===== src/rtl/mux_scan_ctrl.sv =====
// Scan controller for the 4:1 single-bit mux: steps s1:s0 over channels 0..3 and
// samples each one after a settle delay. Define MUX_SCAN_PARITY_EN to add a parity output.
module mux_scan_ctrl #(
    parameter int SETTLE_CYC = 2,
    parameter int CNT_W      = 4
) (
    input  logic       clk,
    input  logic       rst_n,
    input  logic       start,
    input  logic       continuous,
    input  logic       abort,
    input  logic       mux_out,
    output logic       s0,
    output logic       s1,
    output logic [3:0] sample_vec,
    output logic       valid,
    output logic       busy
`ifdef MUX_SCAN_PARITY_EN
    ,
    output logic       parity
`endif
);

    typedef enum logic [1:0] {
        IDLE   = 2'd0,
        SETTLE = 2'd1,
        SAMPLE = 2'd2
    } state_t;

    localparam logic [CNT_W-1:0] SETTLE_N = CNT_W'(SETTLE_CYC);
    localparam logic [CNT_W-1:0] ONE      = CNT_W'(1);
    localparam state_t           ENTRY    = (SETTLE_CYC == 0) ? SAMPLE : SETTLE;

    state_t           state;
    logic [1:0]       ch;
    logic [1:0]       sel;
    logic [CNT_W-1:0] cnt;
    logic [2:0]       shadow;

    assign s0   = sel[0];
    assign s1   = sel[1];
    assign busy = (state != IDLE);

    always_ff @(posedge clk or negedge rst_n) begin
        if (!rst_n) begin
            state      <= IDLE;
            ch         <= 2'd0;
            sel        <= 2'd0;
            cnt        <= '0;
            shadow     <= 3'd0;
            sample_vec <= 4'd0;
            valid      <= 1'b0;
`ifdef MUX_SCAN_PARITY_EN
            parity     <= 1'b0;
`endif
        end else begin
            valid <= 1'b0;
            if (abort) begin
                state  <= IDLE;
                ch     <= 2'd0;
                sel    <= 2'd0;
                cnt    <= '0;
                shadow <= 3'd0;
            end else begin
                unique case (state)
                    IDLE: begin
                        sel <= 2'd0;
                        if (start || continuous) begin
                            ch    <= 2'd0;
                            cnt   <= SETTLE_N;
                            state <= ENTRY;
                        end
                    end
                    SETTLE: begin
                        cnt <= cnt - ONE;
                        if (cnt == ONE) state <= SAMPLE;
                    end
                    SAMPLE: begin
                        cnt <= SETTLE_N;
                        if (ch != 2'd3) begin
                            unique case (ch)
                                2'd0:    shadow[0] <= mux_out;
                                2'd1:    shadow[1] <= mux_out;
                                default: shadow[2] <= mux_out;
                            endcase
                            ch    <= ch + 2'd1;
                            sel   <= ch + 2'd1;
                            state <= ENTRY;
                        end else begin
                            // channel 3 is taken straight from the mux, not via shadow
                            sample_vec <= {mux_out, shadow};
                            valid      <= 1'b1;
`ifdef MUX_SCAN_PARITY_EN
                            parity     <= ^{mux_out, shadow};
`endif
                            ch  <= 2'd0;
                            sel <= 2'd0;
                            state <= continuous ? ENTRY : IDLE;
                        end
                    end
                    default: state <= IDLE;
                endcase
            end
        end
    end

endmodule


===== config.mk =====
export PLATFORM = sky130hd
export DESIGN_NAME = mux_scan_ctrl
export DESIGN_NICKNAME = d
export VERILOG_FILES = /design/src/rtl/mux_scan_ctrl.sv
export SDC_FILE = /design/constraint.sdc
export NUM_CORES = 1
export LEC_CHECK = 0
export CORE_ASPECT_RATIO = 1.2
export CORE_MARGIN = 2
export CORE_UTILIZATION = 30
export CTS_BUF_LIST = sky130_fd_sc_hd__clkbuf_16
export DETAILED_ROUTE_END_ITERATION = 8
export GPL_TIMING_DRIVEN = 0
export PLACE_DENSITY = 0.53
export REMOVE_ABC_BUFFERS = 1
export SYNTH_ARGS = -nofsm -noshare
export SYNTH_HDL_FRONTEND = slang
export SYNTH_SLANG_ARGS = --single-unit
export TNS_END_PERCENT = 10

===== constraint.sdc =====
create_clock -name clk -period 1.7 [get_ports clk]
set_input_delay 0.17 -clock clk [delete_from_list [all_inputs] [get_ports clk]]
set_output_delay 0.17 -clock clk [all_outputs]
set_load 0.03 [all_outputs]

* Word level (Yosys, flattened, before mapping)
Cells that the tools add are included. W data, S select, Z words.
Cells by class: add/sub/neg operators 2, equality and inequality tests 8, multiplexer cells 24, bitwise gates (word level) 2, reductions and logical operators 18
Operators by type and width (number):
- $mux W2 | 7
- $pmux W4 S3 | 1
- $reduce_and A3 Y1 | 4
- $reduce_bool A2 Y1 | 5
- $mux W3 | 3
- $mux W1 | 8
- $mux W4 | 2
- $pmux W2 S2 | 2
- $ne A3 B3 Y1 const B | 2
- $pmux W2 S3 | 1
- $reduce_and A2 Y1 | 3
- $eq A2 B1 Y1 const B | 2
- $eq A4 B1 Y1 const B | 1
- $logic_not A2 Y1 | 2
- $reduce_bool A4 Y1 | 1
- $sub A4 B1 Y4 const B | 1
- $reduce_bool A3 Y1 | 1
- $add A2 B1 Y2 const B | 1
- $eq A2 B2 Y1 const B | 1
- $ne A2 B1 Y1 const B | 1
- $ne A2 B2 Y1 const B | 1
- $not A1 Y1 | 2
- $reduce_or A2 Y1 | 1
- $logic_or A1 B1 Y1 | 1
Word-level totals: register bits 18, input bits 6, output and inout bits 8

* Logic depth before layout (Yosys ltp)
word-level depth 6, mapped depth 7, mapped depth without buffers 6

* Worst setup path after synthesis
No wires, ideal clock.
path type register to register, start reg state[0], end reg cnt[2], arrival time 1713 ps, path slack -79 ps, stages on the path, launching flop included 8, buffers on the path 1, path through dfrtp_1 inv_1 ha_1 nor4b_1 or2_1 buf_6 or4b_1 nand2_1
Between the ends: cells in the longest elaborated chain, start to end 3
RTL lines:
- start: declaration | line 34 | state_t state;
- start signal: assignment | line 98 | state <= continuous ? ENTRY : IDLE;
- $eq A2 B2 Y1, or another cell as far along | line 65 | unique case (state)
- $pmux W4 S3, or another cell as far along | line 65
- $mux W4 / $reduce_and A2 Y1 (equally long branches)
- end signal: assignment | line 75 | cnt <= cnt - ONE;
- end: declaration | line 37 | logic [CNT_W-1:0] cnt;
Parallel ways exist; a longest one is shown, timed or not. A chain may end at the register's enable or synchronous reset.

* Final worst setup path
Ends and elaborated chain as after synthesis.

==> metrics.md <==
| Metric | Value |
|---|---|
| Clock Root Buffer | clkbuf_16 |
| Synth cell count leaders | dfrtp_1 (18), ha_1 (10), inv_1 (8), nand2_1 (8) |
| Hold-fix buffer count after cts | 0 |
| Unrepaired setup endpoints after global routing | true |
| # placed instances | around 140 |
| First-pass detailed-route iteration total | 4 |
| Post-synth top area cell | dfrtp_1 |
| Cell area power density | 1330 mW/mm^2 |
| Post-route ant nets | 0 |
| Synth unique cells | 28 |
| Peak Freq | a little under 600 MHz |
| CP Data Arrival Time | 1.91 ns |
| Kind of critical path | register to register |
| Failing checks | setup timing |
| Slew of the pin with the lowest slew margin | 0.821 ns |
| Die Area | approximately 0.0037 mm^2 |
| Initial antenna violation count | 0 |
| Largest net degree at the start of global routing | 19 |
| Clock transition at the registers of the reported paths | 0.05 ns |
| PortBufs | 13 |
| GPL Wtd Cong | 0.734 |
| #FFs+latches synth | 18 |
| # rows | 22 |
| Peak VDD IR | 0.640 mV |
| Main synth FF type | dfrtp_1 |
| # DRC | 0 |
| Cell Count, Final, Fillers Out | 152 |
| Leakage | 0.603 nW |
| Cells on worst reg2reg path | 6 |
| Max Cap Viol | 0 |
| Clk buf depth | 2 |
| Sink Count | 18 |
| Final Hold Vio Count | 0 |
| Via count | 750 |
| Initial Utilization | 31.4% |
| Post-Place Cell Area | 0.00112 mm^2 |
| H-tree depth | 1 |
| Overall routing resource usage | 11.2% |
| CP Max Fanout | 5 |
| Final worst path period share | 101% |
| Mapped Cells | 94 |
| Share of cells above drive strength 1 | 19.8% |
| Synth async-reset ratio | 100% |
| Final setup fails | 1 |
| Hold WC Path Type | input pin to async pin |
| Yosys warning count | 0 |
| First-pass GRT wire length | between 3 and 4 mm |
| Floorplan Core Area | approximately 0.003 mm^2 |
| Worst EP required | 1.89 ns |
| Final Critical Period | between 1.5 and 2 ns |
| Slew Limit Fails | 0 |
| Sequential fraction of the synthesis area | 47.0% |
| Wire per inst | about 13 um |
| Final WL | 1.93 mm |
| Grt ovf | 0 |
| Top Ports | 14 |
| CP endpoint kind | register |
| Die span in x | 55.6 um |
| Final worst setup slack | -0.0210 ns |
| Die height | 65.9 um |
| Slew HR | a little under half |
| Synth top area share | between 40% and 50% |
| Average cell area after synthesis | ~10 um^2 |
| EDFF count, synth | 0 |
| Final Skew | 0.00437 ns |
| TritonCTS clock tree | built |
| Startpoint types | register |
| Area growth syn-to-layout | 35.0% |
| Number of global-route vias before repair | 705 |
| DRT iter0 DRCs | 39 |
| Post-route cell area | approximately 0.0013 mm^2 |
| Most common cell in the netlist | dfrtp_1 |
| Detailed placement HPWL | 1.29 mm |
| Clock Latency Late Sink | 0.25 ns |
| WHS | 0.399 ns |
| Syn Std Cell Area | 958 um^2 |
| Synth area leaders | dfrtp_1 (47%), ha_1 (13%), mux2_2 (4.7%) |
| Outcome | finished, violations left |
| Total inserted antenna cells | 0 |
| Vias per cell | between 4 and 5 |
| Nets | between 100 and 150 |
| Total CTS buffers | 3 |
## cell type report
| cell class | instances | area, um^2 |
|---|---|---|
| Clock buffer | 3 | 75.1 |
| Clock inverter | 1 | 3.75 |
| Fill cell | 304 | 1760 |
| Inverter | 8 | 30.0 |
| Multi-Input combinational cell | 66 | 508 |
| Sequential cell | 18 | 452 |
| Tap cell | 36 | 45.0 |
| Timing Repair Buffer | 20 | 180 |
## report_power, final
group          internal, mW  switching (mW)
Sequential            0.500          0.0651
Combinational         0.322           0.360
Clock                 0.313           0.159
Total                  1.13           0.584
## repair_timing
| item | 4_1_cts | 5_1_grt |
|---|---|---|
| pin swaps | 1 | 5 |
| resized for setup | 6 | 7 |
| endpoints found under the setup margin | 8 | 8 |
| buffers inserted | 0 | 7 |
## worst max-delay path: stages, from the launching register on
cell and delay, ns:
dfrtp_2 0.40, inv_2 0.06, ha_4 0.17, nor4b_4 0.13
or2_1 0.29, or4b_1 0.53, nand2_1 0.07
## layer usage
layer | vias up | global-route usage [%] | wire length, um
li1 | 369 | - | -
met5 | - | 0 | 0
met3 | 2 | 3.33 | 93
met4 | 0 | 8.54 | 23
met2 | 16 | 19.5 | 961
met1 | 363 | 11.2 | 850
## worst paths after layout
path	start	to	slack, ns
setup / recovery	state[0]	cnt[2]	-0.02
hold / removal	rst_n	shadow[1]	0.40
setup reg to reg	state[0]	cnt[2]	-0.02
hold reg to reg	sample_vec[2]	sample_vec[2]	0.50
max in group asynchronous	rst_n	state[0]	0.74
min in group clk	sample_vec[2]	sample_vec[2]	0.50
## registers in the layout (all words and copies together) (netlist names)
register and flops:
state 2, sample_vec 4, valid 1, shadow 3, cnt 4, sel 2
ch 2
## kinds of logic (layout without fill, tap and decap cells)
kind of cell | Yosys count | count (layout) | share of synthesized area [%]
compound gates | 18 | 18 | 11.2
fa+ha+maj | 10 | 10 | 13.1
buf+inv | 10 | 32 | 4.70
flops | 18 | 18 | 47.0
mux | 5 | 5 | 5.74
simple gates | 33 | 33 | 18.3
## cell usage in the layout, fill, tap and decap left out, types with 3 or more instances in the layout
master	synthesis	layout
a21oi_1	7	7
buf_4	0	7
clkbuf_16	0	3
clkdlybuf4s50_1	0	11
dfrtp_1	18	17
ha_1	10	9
inv_1	8	6
mux2_2	4	4
nand2_1	8	8
nand2b_1	4	4
nor2_1	7	7
## through the flow
step | setup WS, ns | power (mW) | util (%) | setup TNS, ns
final | -0.0210 | 1.72 | 42.3 | -0.0210
after global routing | -0.0738 | 1.83 | 42.3 | -0.0918
after detailed placement | -0.399 | 1.09 | 36.6 | -2.89
after floorplan | -0.0216 | 0.934 | - | -0.0216
after CTS | -0.0977 | 1.59 | 39.6 | -0.185
after global placement | -0.381 | 1.08 | 36.6 | -2.83
Note: power is estimated with default switching activity, not from simulation.
